[src/rtl/ctrl_pipe_param.sv]
// Parametrised control-word pipeline: STAGES registers of {word, valid} with
// per-stage stall/flush and a condition-fail kill mask applied after KILL_STAGE.
module ctrl_pipe_param #(
    parameter int unsigned          WIDTH      = 21,
    parameter int unsigned          STAGES     = 4,
    parameter int unsigned          KILL_STAGE = 1,
    parameter logic [WIDTH-1:0]     KILL_MASK  = WIDTH'(21'h00B),
    parameter int unsigned          CNT_W      = 16
) (
    input  logic                      clk,
    input  logic                      reset,
    input  logic [WIDTH-1:0]          in_word,
    input  logic                      in_valid,
    input  logic [STAGES-1:0]         stall,
    input  logic [STAGES-1:0]         flush,
    input  logic                      cond_ok,
    output logic [STAGES*WIDTH-1:0]   stage_word,
    output logic [STAGES-1:0]         stage_vld,
    output logic [WIDTH-1:0]          kill_word,
    output logic [CNT_W-1:0]          kill_cnt
);

    logic [STAGES-1:0][WIDTH-1:0] word_q, word_d;
    logic [STAGES-1:0]            vld_q, vld_d;
    logic [STAGES-1:0][WIDTH-1:0] src_word;
    logic [STAGES-1:0]            src_vld;
    logic                         kill_adv;

    always_comb begin
        kill_word = word_q[KILL_STAGE];
        if (vld_q[KILL_STAGE] && !cond_ok) begin
            kill_word = word_q[KILL_STAGE] & ~KILL_MASK;
        end
    end

    // A stage whose upstream neighbour is stalled takes a bubble so the held
    // word is not duplicated downstream.
    always_comb begin
        src_word    = '0;
        src_vld     = '0;
        src_word[0] = in_word;
        src_vld[0]  = in_valid;
        for (int unsigned k = 1; k < STAGES; k++) begin
            if (!stall[k-1]) begin
                src_word[k] = (k == KILL_STAGE + 1) ? kill_word : word_q[k-1];
                src_vld[k]  = vld_q[k-1];
            end
        end
    end

    always_comb begin
        word_d = word_q;
        vld_d  = vld_q;
        for (int unsigned k = 0; k < STAGES; k++) begin
            if (flush[k]) begin
                word_d[k] = '0;
                vld_d[k]  = 1'b0;
            end else if (!stall[k]) begin
                word_d[k] = src_word[k];
                vld_d[k]  = src_vld[k];
            end
        end
    end

    assign kill_adv = !flush[KILL_STAGE+1] && !stall[KILL_STAGE+1] && !stall[KILL_STAGE]
                      && vld_q[KILL_STAGE] && !cond_ok;

    always_ff @(posedge clk) begin
        if (reset) begin
            word_q   <= '0;
            vld_q    <= '0;
            kill_cnt <= '0;
        end else begin
            word_q <= word_d;
            vld_q  <= vld_d;
            if (kill_adv && (kill_cnt != '1)) begin
                kill_cnt <= kill_cnt + 1'b1;
            end
        end
    end

    assign stage_word = word_q;
    assign stage_vld  = vld_q;

endmodule
[config.mk]
export PLATFORM = sky130hd
export DESIGN_NAME = ctrl_pipe_param
export DESIGN_NICKNAME = d
export VERILOG_FILES = /design/src/rtl/ctrl_pipe_param.sv
export SDC_FILE = /design/constraint.sdc
export NUM_CORES = 1
export LEC_CHECK = 0
export BUFFER_PORTS_ARGS = -buffer_cell sky130_fd_sc_hd__buf_2
export CAP_MARGIN = 25
export CORE_MARGIN = 10
export CORE_UTILIZATION = 30
export DETAILED_ROUTE_END_ITERATION = 6
export PLACE_DENSITY = 0.55
export SYNTH_ARGS = -nofsm -noshare
export SYNTH_HDL_FRONTEND = slang
export SYNTH_SLANG_ARGS = --single-unit
[constraint.sdc]
create_clock -name clk -period 2.95 [get_ports clk]
set_clock_uncertainty 0.15 [all_clocks]
set_input_delay 0.59 -clock clk [delete_from_list [all_inputs] [get_ports clk]]
set_output_delay 0.59 -clock clk [all_outputs]
set_load 0.1 [all_outputs]
# == Word-level counts from Yosys, hierarchy flattened ==
# Index checks and enable logic that the tools add are counted.
# classes
n_eq_ne,1
muxes,7
n_reduce_logical,14
n_addsub,1
# ops
operator,n
2-to-1 mux 21 bit,3
adder 16 x 1 -> 16 bit (second input constant),1
!= test 16 bit (second input constant),1
OR reduction 2 bit,4
logical AND 1 bit,6
logical NOT 1 bit,4
2-to-1 mux 4 bit,1
2-to-1 mux 1 bit,3
# word_totals
reg_bits,104

# == Depth between registers and ports, before layout ==
# Gate-level depths: netlist (run 1).
# depth
ltp_word,6
ltp_mapped,6
mapped_depth_nobuf,5

# == Least setup slack after synthesis (run 1) ==
# No wires, ideal clock.
# synth_timing
path_type,register -> register
start,reg kill_cnt[1]
end,reg kill_cnt[10]
arrival_time_ps,2653
path_buffers,1
required_ps,2730
path_stages_with_launch,7
path_slack_ps,76
cell_sequence,dfxtp_1 ha_1 nand4_1 or4_1 buf_2 or4_1 a21oi_1
# synth_between
elab_chain_len,2
# synth_lines
element,line_no,source
start: declaration,20,output logic [CNT_W-1:0] kill_cnt
start signal: assignment,77,kill_cnt <= kill_cnt + 1'b1;
"parallel branches: the longest is 2 deep, another holds adder 16 x 1 -> 16 bit",n/a,
# Parallel ways; which one is timed is not known.
# A chain may end at the register's enable or synchronous reset.

# == Final worst setup path (run 1) ==
# layout_timing
start,reg kill_cnt[0]
end,reg kill_cnt[10]
# Same word-level chain as after synthesis.

==> impl_metrics.py, run 1 <==
metrics = {
    "run_status": {
        "status": "finished, final reports clean",
    },
    "logic_synthesis": {
        "ys.flop_type": "dfxtp_1",
        "netlist_area_mm2": 0.00402,
        "yosysTopAreaCellShare": 0.518,
        "postSynthAreaPerCell_um2": 9.27,
        "synthTopCellsByCount": "dfxtp_1, nor2_1, a22oi_1",
        "synth.area.top_cells": "dfxtp_1, a22oi_1, nor2_1",
        "netlist_instances": 434,
        "ys_ff_latch": 104,
        "synth_area_leader_cell": "dfxtp_1",
        "synth_warnings": 0,
        "ys_seq_area_frac": 0.518,
        "yosysUniqueCellTypes": 33,
        "synth_edf_count": 0,
        "synth.most_common_cell": "dfxtp_1",
        "async_flop_share": 0,
        "synthesis.nets": 468,
    },
    "setup_path": {
        "arrival_ns": 2.40,
        "cp_max_fo": 8,
        "crit_buf_inv": 0,
        "endpoint_kind": "flop",
        "critPathTopFamily": "simple AND/OR/NAND/NOR gates",
        "timing.critical_path.mode_cell": "or4_1",
        "crit_path_max_incr_delay_ns": 0.68,
        "crit_type": "reg -> reg",
        "crit_required_ns": 3.07,
        "path_cells": "ha_1, nand4_1, or4_1, or4_1, a21oi_1",
        "cp_slowest_cell": "or4_1",
        "start_kind": "flop",
    },
    "clock_tree": {
        "post_cts_buffers": 0,
        "cts_tree": "built",
        "cts_root_buffer": "clkbuf_16",
        "clk_pin_slew_ns": 0.07,
        "numCtsBuffers": 9,
        "cts_hold_buffers": 0,
        "clk_latency_ns": 0.34,
        "cts_max_level": 3,
        "cts.sinks": 104,
        "cts_resized": 0,
        "clockBufferDepth": 2,
    },
    "sta": {
        "rsz0062_at_grt": "false",
        "setup-violations-final": 0,
        "hold_ws_ns": 0.329,
        "fin_setup_tns_ns": 0,
        "slew_viol_final": 0,
        "max_slew_margin": 0.470,
        "hold_viol": 0,
        "fmax_mhz": 438,
        "period_needed_ns": 2.28,
        "post-route-period-util": 0.774,
        "worst_slew_pin_slew_ns": 0.788,
    },
    "route": {
        "ant_nets": 0,
        "wire_per_inst_um": 17.3,
        "first_iter_violations": 264,
        "vias": 3615,
        "dr.pass1.iters": 4,
        "drcViolationCount": 0,
        "wl_um": 12900,
        "vias_per_cell": 4.84,
    },
    "flow_run": {
        "cap_violations": 0,
    },
    "global_routing": {
        "antenna_found_initial": 0,
        "grt_pass1_vias": 3522,
        "track_usage": 0.135,
        "grt-ovfl-total": 0,
        "grt_first_pass_wirelength_um": 19900,
        "grt_max_degree": 39,
    },
    "pwr": {
        "ir_drop_uv": 229,
        "leakage_uw": 0.00224,
        "power.density_mw_per_mm2": 546,
    },
    "die": {
        "dieArea_mm2": 0.0184,
        "core_area_mm2": 0.0132,
        "floorplan.initialDensity": 0.305,
        "io_pins": 158,
        "placement_rows": 42,
        "fp.dieW_um": 136,
        "fp.dieH_um": 136,
    },
    "cells_and_area": {
        "nFillCells": 1348,
        "area_growth_pct": 28.3,
        "ff_latch_area_mm2": 0.00208,
        "diodes": 0,
        "fin_nets": 600,
        "drive_above_1_share": 0.327,
        "multi_input_area_mm2": 0.00169,
    },
    "placed_design": {
        "placement.io_buffers": 157,
        "gp_congestion": 0.776,
        "place_hpwl_um": 9730,
    },
    "hold_path": {
        "hp-class": "in -> reg",
    },
}
-- worst paths after layout --
check             slack [ns]           start  depth (start not counted)              to
setup / recovery        0.67     kill_cnt[0]                          5    kill_cnt[10]
setup reg to reg        0.67     kill_cnt[0]                          5    kill_cnt[10]
hold reg to reg         0.35  stage_word[43]                          2  stage_word[43]
hold / removal          0.33     in_word[20]                          3  stage_word[20]
-- stage by stage --
stage,setup slack (ns),std cells,instance area (um^2),total power (uW),utilization
after floorplan,0.0764,434,4020,1630,-
after global placement,0.451,730,4860,1690,0.368
after detailed placement,0.397,731,4870,1690,0.369
after CTS,0.679,747,5160,2860,0.391
after global routing,0.525,747,5160,2920,0.391
final,0.668,747,5160,2820,0.391
-- power breakdown --
group	internal, uW	leakage, uW	switching (uW)
sequential	1410	0.000839	10.7
clock	642	0.000145	516
combinational	55.3	0.00126	177
-- tightest hold or removal path, stage by stage --
cell and delay [ns]:
buf_2 0.07, mux2i_1 0.05, nor2_1 0.07
-- cell usage in the layout (no fill, tap or decap), types with 2 or more instances in the layout --
| cell type | synthesis | layout |
|---|---|---|
| buf_2 | 2 | 157 |
| dfxtp_1 | 104 | 104 |
| nor2_1 | 91 | 91 |
| a22oi_1 | 49 | 49 |
| a21oi_1 | 29 | 29 |
| mux2i_1 | 22 | 22 |
| nor3b_1 | 15 | 15 |
| or4_1 | 12 | 12 |
| o31ai_1 | 11 | 11 |
| buf_4 | 18 | 10 |
| clkbuf_16 | 0 | 9 |
| nand2_1 | 8 | 8 |
| nand3_1 | 6 | 6 |
| or2_0 | 5 | 5 |
| nand4_1 | 5 | 5 |
| and2_1 | 4 | 4 |
| nand3b_1 | 3 | 3 |
| nor3_1 | 3 | 3 |
| clkbuf_8 | 0 | 3 |
| nor2b_1 | 2 | 2 |
| or3_1 | 2 | 2 |
| o21ba_2 | 2 | 2 |
| inv_1 | 2 | 2 |
| nor4_1 | 2 | 2 |
| clkinv_2 | 0 | 2 |
-- per-layer routing --
layer	wire, um	vias up	track usage
met2	6020	98	0.211
met3	761	16	0.0315
met1	5880	1704	0.174
li1	-	1797	-
met4	244	0	0.0610
met5	0	-	0
-- flip-flops by register name (all words and copies together) (netlist names) --
name / count
stage_word: 84
kill_cnt: 16
stage_vld: 4
-- final cells by class --
| class | instances | area share |
|---|---|---|
| Tap cell | 176 | 0.0427 |
| Clock buffer | 12 | 0.0516 |
| Multi-Input combinational cell | 281 | 0.327 |
| Inverter | 2 | 0.00145 |
| Clock inverter | 4 | 0.00509 |
| Sequential cell | 104 | 0.403 |
| Timing Repair Buffer | 168 | 0.169 |
-- cell families (layout without fill, tap and decap cells) --
kind of cell / after synthesis / in the layout / synth area share
and+or+nand+nor: 163 / 163 / 0.201
DFF: 104 / 104 / 0.518
AOI/OAI and AO/OA: 94 / 94 / 0.158
buffers and inverters: 49 / 186 / 0.0631
muxes: 23 / 23 / 0.0575
adders and majority gates: 1 / 1 / 0.00311
(Power assumes the default switching activity.)
==> inputs of run 2 (changes only) <==
Settings changed: PLACE_DENSITY 0.55 to 0.57.
Clock period 2.95 ns to 1.96 ns, I/O delays scaled along.
==> impl_metrics.py, run 2 (synthesis gave the netlist of run 1 again) <==
metrics = {
    "run_status": {
        "status": "finished, final reports clean",
    },
    "die": {
        "core_area_mm2": 0.0132,
        "io_pins": 158,
        "placement_rows": 42,
        "dieArea_mm2": 0.0184,
        "fp.dieW_um": 136,
        "fp.dieH_um": 136,
        "floorplan.initialDensity": 0.305,
    },
    "pwr": {
        "pwr-share-comb": 0.084,
        "leakage_uw": 0.00237,
        "power_frac_seq": 0.495,
        "p_switching_uw": 1050,
        "power.density_mw_per_mm2": 784,
        "ir_drop_uv": 382,
        "p_clk_frac": 0.421,
        "switching_share": 0.245,
        "p_int_uw": 3240,
        "p_total_uw": 4290,
    },
    "clock_tree": {
        "clk_pin_slew_ns": 0.07,
        "cts_max_level": 3,
        "clk_latency_ns": 0.35,
        "cts.sinks": 104,
        "cts_tree": "built",
        "cts_root_buffer": "clkbuf_16",
        "numCtsBuffers": 9,
        "clockBufferDepth": 2,
    },
    "setup_path": {
        "timing.critical_path.mode_cell": "or4_4",
        "startpoint": "kill_cnt[1]",
        "r2r_start": "kill_cnt[1]",
        "rr_endpoint": "kill_cnt[14]",
        "crit_required_ns": 2.09,
        "cp_slowest_cell": "or4_4",
        "crit_type": "reg -> reg",
        "crit_end": "kill_cnt[14]",
        "endpoint_kind": "flop",
        "path_cells": "ha_4, nand4_1, or4_4, or4_4, a21oi_2",
        "reg2regPathDepth": 5,
        "cp_max_fo": 4,
        "start_kind": "flop",
        "arrival_ns": 2.05,
        "crit_path_max_incr_delay_ns": 0.51,
        "regToRegSetupSlack_ns": 0.03,
    },
    "cells_and_area": {
        "layout_common_cells": "buf_2, nor2_1, dfxtp_1, a22oi_1, a21oi_1",
        "stdcell_count": 762,
        "fin_nets": 616,
        "drive_above_1_share": 0.399,
        "area_growth_pct": 36.0,
        "post-route-util": 0.415,
        "largest_reg_flops": 84,
        "final_common_cell": "buf_2",
        "diodes": 0,
    },
    "sta": {
        "worst_slack_ns": 0.0335,
        "hold_ws_ns": 0.123,
        "fmax_mhz": 519,
        "post-route-period-util": 0.983,
        "max_slew_margin": 0.649,
        "worst_slew_pin_slew_ns": 0.530,
        "slew_viol_final": 0,
        "hold_viol": 0,
        "setup-violations-final": 0,
        "period_needed_ns": 1.93,
        "rsz0062_at_grt": "true",
    },
    "global_routing": {
        "grt-ovfl-total": 0,
        "track_usage": 0.138,
        "grt_pass1_vias": 3605,
        "grt_first_pass_wirelength_um": 20300,
        "grt_max_degree": 38,
        "antenna_found_initial": 0,
    },
    "route": {
        "dr.pass1.iters": 6,
        "ant_nets": 0,
        "wire_per_inst_um": 17.2,
        "wl_um": 13100,
        "drcViolationCount": 0,
        "vias_per_cell": 4.81,
        "first_iter_violations": 220,
        "vias": 3669,
    },
    "flow_run": {
        "cap_violations": 0,
    },
    "placed_design": {
        "placement.io_buffers": 157,
        "place_hpwl_um": 10000,
        "dpl.cell_count": 745,
        "gp_congestion": 0.781,
        "place_ws_ns": -0.277,
    },
    "hold_path": {
        "hold_start": "in_word[8]",
        "hp-class": "in -> reg",
    },
}
## run 2: cell count changes in the layout (fill, tap and decap cells not counted), sizes merged
cell	before	now
clkinvlp	1	0
buf	168	184
clkinv	2	1
clkbuf	12	14
inv	3	2
## run 2: layout make-up
class | count | area (um^2)
fill | 1316 | 7720
sequential | 104 | 2150
multi-input combinational | 281 | 1760
timing repair buffer | 184 | 1030
clock buffer | 14 | 295
tap | 176 | 220
clock inverter | 1 | 8.76
inverter | 2 | 7.51
## run 2: metal layers
layer | vias to the layer above | global-route usage | wire, um
met3 | 17 | 0.0334 | 824
met1 | 1716 | 0.182 | 6010
met5 | - | 0 | 0
met4 | 0 | 0.0652 | 327
li1 | 1831 | - | -
met2 | 105 | 0.208 | 5980
## run 2: how the worst min path moves through the flow
stage | to | slack (ns) | cells past startpoint
3_5_place_dp | kill_cnt[4] | 0.34 | 2
4_1_cts | stage_word[8] | 0.11 | 3
5_1_grt | stage_vld[0] | 0.13 | 3
3_3_place_gp | kill_cnt[15] | 0.33 | 2
6_report | stage_word[8] | 0.12 | 3
2_1_floorplan | stage_vld[0] | 0.39 | 2
## run 2: critical path, delay by kind of cell (launching register included)
kind / cells / cell delay, ns
AND/OR/NAND/NOR: 3 / 1.07
flip-flops: 1 / 0.38
adder cells (fa/ha/maj): 1 / 0.14
AO/OA/AOI/OAI: 1 / 0.12
## run 2: power by group through the flow
stage / Clock [uW] / Combinational (uW) / Sequential, uW
floorplan: 0 / 139 / 2290
global placement: 0 / 354 / 2170
detailed placement: 0 / 362 / 2170
CTS: 1860 / 362 / 2120
global route: 1940 / 385 / 2120
finish: 1810 / 361 / 2120
## run 2: through the flow
stage / TNS [ns] / instance area [um^2]
global route: -0.124 / 5470
finish: 0 / 5470
CTS: 0 / 5410
global placement: -7.63 / 5080
floorplan: -0.958 / 4110
detailed placement: -3.20 / 5100
## run 2: what timing repair did
action,in CTS,in global routing
setup buffers,0,1
endpoints found under the setup margin,0,10
resized for setup,0,12
hold buffers,0,0
